[src/rtl/code2of5_encoder_tx_pkg.sv]
// Shared definitions for the 2-of-5 encoder: code table, FSM states, widths.
// Codes are packed E1..E5 from MSB to LSB.
package code2of5_pkg;

    localparam int CODE_WIDTH = 5;
    localparam int DIGIT_MAX  = 9;

    localparam logic [CODE_WIDTH-1:0] CODE_TABLE [0:DIGIT_MAX] = '{
        5'b11000, 5'b01001, 5'b00110, 5'b10001, 5'b00011,
        5'b01010, 5'b10010, 5'b00101, 5'b01100, 5'b10100
    };

    typedef enum logic [1:0] {
        ST_IDLE  = 2'd0,
        ST_SHIFT = 2'd1,
        ST_GAP   = 2'd2
    } state_t;

endpackage

[src/rtl/code2of5_encoder_tx_if.sv]
// Digit input handshake between a digit source (master) and the encoder (slave).
interface code2of5_encoder_tx_if;

    logic [3:0] digit;
    logic       in_valid;
    logic       in_ready;

    modport master (output digit, output in_valid, input in_ready);
    modport slave  (input digit, input in_valid, output in_ready);

endinterface

[src/rtl/code2of5_encoder_tx_lut.sv]
// Combinational BCD digit to 2-of-5 code lookup with legality flag.
module code2of5_lut
    import code2of5_pkg::*;
(
    input  logic [3:0]            i_digit,
    output logic [CODE_WIDTH-1:0] o_code,
    output logic                  o_legal
);

    always_comb begin
        o_legal = (i_digit <= 4'(DIGIT_MAX));
        o_code  = '0;
        if (o_legal) begin
            o_code = CODE_TABLE[i_digit];
        end
    end

endmodule

[src/rtl/code2of5_encoder_tx.sv]
// 2-of-5 digit encoder: registers the parallel code of each accepted digit and
// shifts it out serially (E1 first), each bit held BIT_CYCLES clocks, then one gap cycle.
module code2of5_encoder_tx
    import code2of5_pkg::*;
#(
    parameter int BIT_CYCLES = 1
)(
    input  logic clk,
    input  logic rst_n,
    code2of5_encoder_tx_if.slave s_if,
    output logic E1,
    output logic E2,
    output logic E3,
    output logic E4,
    output logic E5,
    output logic code_valid,
    output logic tx_bit,
    output logic tx_busy,
    output logic err
);

    localparam logic [7:0] LAST_CYC = 8'(BIT_CYCLES - 1);

    state_t                r_state;
    logic [2:0]            r_bit_cnt;
    logic [7:0]            r_cyc_cnt;
    logic [CODE_WIDTH-1:0] r_code;
    logic [CODE_WIDTH-1:0] r_shift;
    logic                  r_code_valid;
    logic                  r_tx_bit;
    logic                  r_tx_busy;
    logic                  r_err;
    logic                  r_in_ready;

    logic [CODE_WIDTH-1:0] w_code;
    logic                  w_legal;
    logic                  w_fire;

    code2of5_lut u_lut (
        .i_digit (s_if.digit),
        .o_code  (w_code),
        .o_legal (w_legal)
    );

    assign w_fire = s_if.in_valid & r_in_ready;

    // in_ready is registered: it can only rise on a clock edge, which makes
    // reset release take effect synchronously at the first edge after rst_n rises.
    always_ff @(posedge clk or negedge rst_n) begin
        if (!rst_n) begin
            r_state      <= ST_IDLE;
            r_bit_cnt    <= '0;
            r_cyc_cnt    <= '0;
            r_code       <= '0;
            r_shift      <= '0;
            r_code_valid <= 1'b0;
            r_tx_bit     <= 1'b0;
            r_tx_busy    <= 1'b0;
            r_err        <= 1'b0;
            r_in_ready   <= 1'b0;
        end else begin
            r_code_valid <= 1'b0;
            case (r_state)
                ST_IDLE: begin
                    r_in_ready <= 1'b1;
                    if (w_fire) begin
                        r_code       <= w_code;
                        r_code_valid <= 1'b1;
                        r_err        <= ~w_legal;
                        if (w_legal) begin
                            r_state    <= ST_SHIFT;
                            r_in_ready <= 1'b0;
                            r_tx_busy  <= 1'b1;
                            r_tx_bit   <= w_code[CODE_WIDTH-1];
                            r_shift    <= {w_code[CODE_WIDTH-2:0], 1'b0};
                            r_bit_cnt  <= '0;
                            r_cyc_cnt  <= '0;
                        end
                    end
                end
                ST_SHIFT: begin
                    r_in_ready <= 1'b0;
                    if (r_cyc_cnt == LAST_CYC) begin
                        r_cyc_cnt <= '0;
                        if (r_bit_cnt == 3'd4) begin
                            r_state   <= ST_GAP;
                            r_bit_cnt <= '0;
                            r_tx_bit  <= 1'b0;
                            r_tx_busy <= 1'b0;
                        end else begin
                            r_bit_cnt <= r_bit_cnt + 3'd1;
                            r_tx_bit  <= r_shift[CODE_WIDTH-1];
                            r_shift   <= {r_shift[CODE_WIDTH-2:0], 1'b0};
                        end
                    end else begin
                        r_cyc_cnt <= r_cyc_cnt + 8'd1;
                    end
                end
                ST_GAP: begin
                    r_state    <= ST_IDLE;
                    r_in_ready <= 1'b1;
                end
                default: begin
                    r_state    <= ST_IDLE;
                    r_in_ready <= 1'b0;
                end
            endcase
        end
    end

    assign s_if.in_ready = r_in_ready;
    assign {E1, E2, E3, E4, E5} = r_code;
    assign code_valid = r_code_valid;
    assign tx_bit     = r_tx_bit;
    assign tx_busy    = r_tx_busy;
    assign err        = r_err;

endmodule

[src/flat_wrapper.sv]
// flat-port wrapper written by rule: the top's interface ports become plain ports
module code2of5_encoder_tx_flat import code2of5_pkg::*;
#(
    parameter int BIT_CYCLES = 1
)
  (clk, rst_n, E1, E2, E3, E4, E5, code_valid, tx_bit, tx_busy, err, s_if_digit, s_if_in_valid, s_if_in_ready);
  code2of5_encoder_tx_if s_if_i ();
  input  logic clk;
  input  logic rst_n;
  output logic E1;
  output logic E2;
  output logic E3;
  output logic E4;
  output logic E5;
  output logic code_valid;
  output logic tx_bit;
  output logic tx_busy;
  output logic err;
  input wire logic [$bits(s_if_i.digit)-1:0] s_if_digit;
  input wire logic [$bits(s_if_i.in_valid)-1:0] s_if_in_valid;
  output wire logic [$bits(s_if_i.in_ready)-1:0] s_if_in_ready;
  assign s_if_i.digit = s_if_digit;
  assign s_if_i.in_valid = s_if_in_valid;
  assign s_if_in_ready = s_if_i.in_ready;
  code2of5_encoder_tx #(.BIT_CYCLES(BIT_CYCLES)) u_core (.clk(clk), .rst_n(rst_n), .s_if(s_if_i), .E1(E1), .E2(E2), .E3(E3), .E4(E4), .E5(E5), .code_valid(code_valid), .tx_bit(tx_bit), .tx_busy(tx_busy), .err(err));
endmodule
[config.mk]
export PLATFORM = sky130hd
export DESIGN_NAME = code2of5_encoder_tx_flat
export DESIGN_NICKNAME = d
export VERILOG_FILES = /design/src/rtl/code2of5_encoder_tx_pkg.sv /design/src/rtl/code2of5_encoder_tx_if.sv /design/src/rtl/code2of5_encoder_tx_lut.sv /design/src/rtl/code2of5_encoder_tx.sv /design/src/flat_wrapper.sv
export SDC_FILE = /design/constraint.sdc
export NUM_CORES = 1
export LEC_CHECK = 0
export BUFFER_PORTS_ARGS = -buffer_cell sky130_fd_sc_hd__clkbuf_2
export CAP_MARGIN = 40
export CORE_ASPECT_RATIO = 0.7
export CORE_MARGIN = 2
export CORE_UTILIZATION = 45
export DETAILED_ROUTE_END_ITERATION = 10
export PLACE_DENSITY_LB_ADDON = 0.1
export SETUP_SLACK_MARGIN = 0.02
export SLEW_MARGIN = 20
export SYNTH_ARGS = -nofsm -noshare
export SYNTH_HDL_FRONTEND = slang
export SYNTH_HIERARCHICAL = 1
export SYNTH_SLANG_ARGS = --single-unit
[constraint.sdc]
create_clock -name clk -period 2.07 [get_ports clk]
set_input_delay 0.207 -clock clk [delete_from_list [all_inputs] [get_ports clk]]
set_output_delay 0.207 -clock clk [all_outputs]
set_load 0.05 [all_outputs]
==> results.json, run 1 <==
{
  "die_h_um": 52.5,
  "nFillCells": 288,
  "core_um2": 3190,
  "maxCapViolCount": 0,
  "rsz0062_at_grt": "false",
  "synth_seq_cells": 27,
  "clkTransAtPathRegs_ns": 0.09,
  "cts_tree": "built",
  "ant_nets": 0,
  "slew_headroom_pct": 57.0,
  "critPathKind": "reg2reg",
  "syn_nets": 163,
  "wl_mm": 2.95,
  "yosysUniqueCellTypes": 38,
  "cp.required_ns": 2.23,
  "gp_congestion": 0.856,
  "final-setup-viol-count": 0,
  "async_flop_share_pct": 100,
  "wl_per_cell_um": 14.4,
  "drtIter0Drc": 69,
  "vias": 1126,
  "ys_warn_count": 6,
  "hold_path_class": "in2reg",
  "grt.overflow.total": 0,
  "initial_core_util_pct": 47.5,
  "cts-root-buf": "clkbuf_8",
  "drive_gt1_share_pct": 22.8,
  "ys_seq_area_share_pct": 44.6,
  "outcome": "finished clean",
  "drc_errors": 0,
  "synth_area_um2": 1510,
  "startpoint": "u_core/r_cyc_cnt[5]",
  "p_int_uw": 686,
  "io_buffers": 16,
  "switchingPower_uw": 193,
  "syn2layout_area_growth_pct": 11.9,
  "clkPwrFrac_pct": 33.2,
  "critPathLaunchType": "register",
  "endpoint_kind": "register",
  "drt_first_pass_iters": 4,
  "min_period_ns": 1.78,
  "diodes": 0,
  "grt_pass1_wl_mm": 5.19,
  "syn_area_per_cell_um2": 10.2,
  "fin_skew_ns": 0.00360,
  "grt_max_degree": 28,
  "ctsHtreeMaxLevel": 1,
  "slew_viol_final": 0,
  "clockBufferDepth": 2,
  "worst_pin_slew_ns": 0.645,
  "ioPinCount": 17,
  "cts_inserted_buffers": 3,
  "antenna_found_initial": 0,
  "p_sw_share_pct": 21.9,
  "worstPathMaxFanout": 6,
  "pwr-share-seq_pct": 60.0,
  "die-area_um2": 3850,
  "synth_edf_count": 0,
  "ys.flop_type": "dfrtp_1",
  "fin_nets": 183,
  "clock-sinks": 27,
  "critPathArrivalTime_ns": 1.94,
  "cellLeakagePower_nw": 0.818,
  "clock_latency_ns": 0.27,
  "vdd_ir_drop_max_mv": 0.421,
  "p_per_area_nw_per_um2": 519,
  "holdCritStartpoint": "s_if_in_valid",
  "grt_pass1_vias": 1149,
  "dp_hpwl_mm": 2.31,
  "grtUsageTotal_pct": 17.9,
  "rows": 17,
  "rr_startpoint": "u_core/r_cyc_cnt[5]",
  "final_util_pct": 53.1,
  "maxClockFrequency_mhz": 561,
  "period_share_pct": 86.2,
  "vias_per_cell": 5.49,
  "syn_inst": 148,
  "pwr-share-comb_pct": 6.9,
  "die_w_um": 73.3,
  "finalHoldViolations": 0,
  "fin_tns_setup_ns": 0
}
==> metal layers <==
layer / vias up / share of wire, % / wire, um / track usage (%)
met5: - / 0 / 0 / 0
met4: 0 / 0.068 / 2 / 2.12
met3: 2 / 5.8 / 170 / 5.38
met2: 40 / 42 / 1250 / 28.2
met1: 525 / 52 / 1530 / 25.1
li1: 559 / - / - / -
==> Yosys cell counts (all sizes together) (2+ instances only) <==
library cell / n / area, um^2
o21ai: 7 / 38.8
nor2b: 3 / 18.8
o21bai: 2 / 15.0
and3: 3 / 18.8
a31oi: 4 / 25.0
nand3: 7 / 40.0
ha: 8 / 100
clkbuf: 3 / 11.3
buf: 4 / 32.5
nand4: 2 / 12.5
mux2: 9 / 105
nor3: 2 / 10.0
nor2: 7 / 26.3
a21oi: 5 / 25.0
dfrtp: 27 / 676
nand2: 19 / 71.3
nand2b: 5 / 31.3
inv: 8 / 30.0
a22o: 3 / 26.3
a21o: 3 / 22.5
mux2i: 5 / 50.1
==> worst paths after layout <==
check | cells after the start | to | slack, ns
worst max-delay path | 4 | u_core/r_shift[3] | 0.29
worst min-delay path | 3 | u_core/code_valid | 0.40
worst max register to register | 4 | u_core/r_shift[3] | 0.29
worst min register to register | 1 | u_core/r_shift[2] | 0.49
max in group asynchronous | 2 | u_core/r_cyc_cnt[5] | 1.16
min in group asynchronous | 2 | u_core/r_shift[2] | 0.48
==> cell usage in the layout, fill, tap and decap left out, types with 2 or more instances in the layout <==
master | netlist | routed
dfrtp_1 | 27 | 27
nand2_1 | 19 | 19
clkbuf_2 | 0 | 16
inv_1 | 8 | 8
ha_1 | 8 | 8
nor2_1 | 7 | 7
o21ai_0 | 6 | 6
nand3_1 | 6 | 6
mux2_2 | 5 | 5
mux2i_1 | 5 | 5
nand2b_1 | 5 | 5
a21oi_1 | 5 | 5
buf_4 | 0 | 5
a31oi_1 | 4 | 4
clkbuf_8 | 0 | 3
nor2b_1 | 3 | 3
mux2_1 | 3 | 3
a21o_1 | 3 | 3
and3_1 | 3 | 3
a22o_1 | 3 | 3
nor3_1 | 2 | 2
nand4_1 | 2 | 2
o21bai_1 | 2 | 2
==> stage by stage <==
stage	total power, mW	hold slack, ns	cells	worst slack (ns)	cell area, um^2
5_1_grt	0.936	0.401	205	0.160	1690
3_3_place_gp	0.594	0.266	199	0.194	1630
2_1_floorplan	0.572	-0.0886	148	0.215	1510
6_report	0.879	0.405	205	0.286	1690
3_5_place_dp	0.597	0.267	200	0.102	1640
4_1_cts	0.894	0.396	205	0.270	1690
==> area by class of cell <==
class | instances | area [um^2] | area share, %
flip-flops and latches | 27 | 676 | 39.9
clock inverters | 1 | 7.51 | 0.443
repair buffers | 22 | 128 | 7.53
multi-input cells | 106 | 764 | 45.1
well taps | 38 | 47.5 | 2.81
clock buffers | 3 | 41.3 | 2.44
inverters | 8 | 30.0 | 1.77
==> critical path, cell delays in order (launching register included) <==
cell and delay [ns]:
dfrtp_1 0.47, nor4_4 0.38, nand3_2 0.21, o21ai_2 0.27, mux2_1 0.35
==> logic make-up after synthesis <==
group | share of synthesized area, %
adder cells (fa/ha/maj) | 6.61
buffers and inverters | 4.88
AO/OA/AOI/OAI | 14.2
AND/OR/NAND/NOR | 18.8
flip-flops | 44.6
multiplexers | 10.2
XOR/XNOR | 0.579
==> power by group through the flow <==
stage | clock network, mW | logic, mW | registers, mW
CTS | 0.306 | 0.0609 | 0.527
detailed placement | 0 | 0.0597 | 0.537
global route | 0.340 | 0.0692 | 0.527
global placement | 0 | 0.0566 | 0.537
finish | 0.291 | 0.0604 | 0.527
floorplan | 0 | 0.0339 | 0.538
==> sequential cells by signal (all words and copies together) (netlist names) <==
register / count
u_core/s_if.in_ready: 1
u_core/tx_bit: 1
u_core/r_code: 5
u_core/tx_busy: 1
u_core/code_valid: 1
u_core/r_shift: 4
u_core/r_bit_cnt: 3
u_core/err: 1
u_core/r_state: 2
u_core/r_cyc_cnt: 8
==> what timing repair did <==
item                                    in CTS  in global routing
endpoints found under the setup margin       0                  0
setup buffers                                0                  0
hold buffers                                 1                  0
endpoints found under the hold margin       27                  0
gates resized for setup                      0                  0
No activity file was read; power rests on OpenSTA's default activity.
==> inputs of run 2 (changes only) <==
- clock period: 2.07 -> 2 ns (I/O delays scaled with it)
==> results.json, run 2 (synthesis results as in run 1) <==
{
  "final_area_um2": 1710,
  "slew_viol_final": 0,
  "outcome": "finished clean",
  "endpoint_kind": "register",
  "initial_core_util_pct": 47.5,
  "die_w_um": 73.3,
  "io_buffers": 16,
  "fin_skew_ns": 0.00491,
  "drc_errors": 0,
  "cts-root-buf": "clkbuf_8",
  "ioPinCount": 17,
  "min_period_ns": 1.86,
  "drt_first_pass_iters": 4,
  "multi_input_area_um2": 764,
  "layout_common_cells": "dfrtp_1 (27), nand2_1 (19), clkbuf_2 (16)",
  "clkTransAtPathRegs_ns": 0.09,
  "cp.required_ns": 2.16,
  "regMostFlops": "u_core/r_cyc_cnt",
  "cellLeakagePower_nw": 0.829,
  "p_sw_share_pct": 22.9,
  "clkPwrFrac_pct": 34.0,
  "nFillCells": 283,
  "grt.overflow.total": 0,
  "finalHoldViolations": 0,
  "cp_slowest_cell": "dfrtp_1",
  "ctsHtreeMaxLevel": 1,
  "diodes": 0,
  "final_common_cell": "dfrtp_1",
  "largest_reg_flops": 8,
  "cts_tree": "built",
  "die-area_um2": 3850,
  "vias_per_cell": 5.47,
  "p_per_area_nw_per_um2": 539,
  "place_inst": 202,
  "drtIter0Drc": 81,
  "instances_no_fill": 207,
  "gp_congestion": 0.812,
  "maxCapViolCount": 0,
  "pwr-share-comb_pct": 6.9,
  "switchingPower_uw": 211,
  "register_area_um2": 676,
  "worstPathMaxFanout": 9,
  "drive_gt1_share_pct": 23.7,
  "final_util_pct": 53.6,
  "syn2layout_area_growth_pct": 12.9,
  "post-cts-setup-buffer-count": 0,
  "clock_latency_ns": 0.27,
  "core_um2": 3190,
  "wl_per_cell_um": 15.4,
  "hold_path_class": "in2reg",
  "grt_max_degree": 28,
  "cts_inserted_buffers": 3,
  "rsz0062_at_grt": "false",
  "period_share_pct": 93.1,
  "vdd_ir_drop_max_mv": 0.355,
  "pwr-share-seq_pct": 59.2,
  "grtUsageTotal_pct": 19.2,
  "crit_chain": "nor4_4 > a31oi_1 > and3_1 > a221o_1",
  "vias": 1133,
  "slew_headroom_pct": 53.8,
  "placed_area_um2": 1650,
  "p_int_uw": 711,
  "grt_pass1_vias": 1143,
  "clockBufferDepth": 2,
  "grt_pass1_wl_mm": 5.48,
  "critPathKind": "reg2reg",
  "fin_tns_setup_ns": 0,
  "clock-sinks": 27,
  "antenna_found_initial": 0,
  "final-setup-viol-count": 0,
  "cpPeakStageDelay_ns": 0.47,
  "largestRegisters": "u_core/r_cyc_cnt: 8 flops, u_core/r_code: 5 flops, u_core/r_shift: 4 flops",
  "maxClockFrequency_mhz": 537,
  "dp_hpwl_mm": 2.46,
  "fin_nets": 185,
  "p_total_uw": 922,
  "ant_nets": 0,
  "worst_pin_slew_ns": 0.690,
  "critPathLaunchType": "register",
  "wl_mm": 3.19,
  "critPathArrivalTime_ns": 2.02,
  "rows": 17,
  "die_h_um": 52.5
}
## run 2: cell count changes in the layout (fill, tap and decap cells not counted), sizes merged
cell and delta:
buf +2
## run 2: power by group through the flow
| stage | sequential [mW] | clock [mW] | combinational [mW] |
|---|---|---|---|
| after global routing | 0.546 | 0.342 | 0.0721 |
| after CTS | 0.545 | 0.329 | 0.0639 |
| after global placement | 0.556 | 0 | 0.0588 |
| after floorplan | 0.556 | 0 | 0.0351 |
| final | 0.545 | 0.313 | 0.0632 |
| after detailed placement | 0.556 | 0 | 0.0622 |
## run 2: worst max-delay path, delay by kind of cell, from the launching register on
kind	cells	cell delay (ns)
AO/OA/AOI/OAI	2	0.59
AND/OR/NAND/NOR	2	0.70
flip-flops	1	0.47
## run 2: worst paths after layout
| path | endpoint | start | slack (ns) | cells after the start |
|---|---|---|---|---|
| min in group asynchronous | u_core/r_shift[3] | rst_n | 0.47 | 2 |
| min reg2reg | u_core/r_shift[3] | u_core/r_shift[3] | 0.50 | 1 |
| max reg2reg | u_core/r_cyc_cnt[6] | u_core/r_cyc_cnt[5] | 0.14 | 4 |
| max | u_core/r_cyc_cnt[6] | u_core/r_cyc_cnt[5] | 0.14 | 4 |
| max in group asynchronous | u_core/r_cyc_cnt[2] | rst_n | 1.08 | 2 |
| min | u_core/tx_busy | s_if_in_valid | 0.39 | 4 |
## run 2: timing repair
item | CTS | global route
hold buffers | 1 | 0
resized for setup | 0 | 0
endpoints found under the hold margin | 27 | 0
setup endpoints to repair | 0 | 0
## run 2: metrics by stage
| stage | hold slack, ns | setup slack, ns |
|---|---|---|
| final | 0.389 | 0.137 |
| after global routing | 0.405 | 0.0626 |
| after CTS | 0.380 | 0.149 |
| after floorplan | -0.0956 | 0.152 |
| after detailed placement | 0.274 | 0.0326 |
| after global placement | 0.262 | 0.124 |
## run 2: area by class of cell
| type | instances | share of cell area [%] |
|---|---|---|
| clock buffers | 3 | 2.42 |
| clock inverters | 1 | 0.439 |
| inverters | 8 | 1.76 |
| multi-input cells | 106 | 44.7 |
| flip-flops and latches | 27 | 39.5 |
| well taps | 38 | 2.78 |
| repair buffers | 24 | 8.35 |
## run 2: routing by layer
metal	up-vias	track usage [%]	routed length, um
li1	568	-	-
met1	540	26.2	1620
met2	23	32.0	1430
met3	2	4.04	135
met4	0	3.64	7
met5	-	0	0
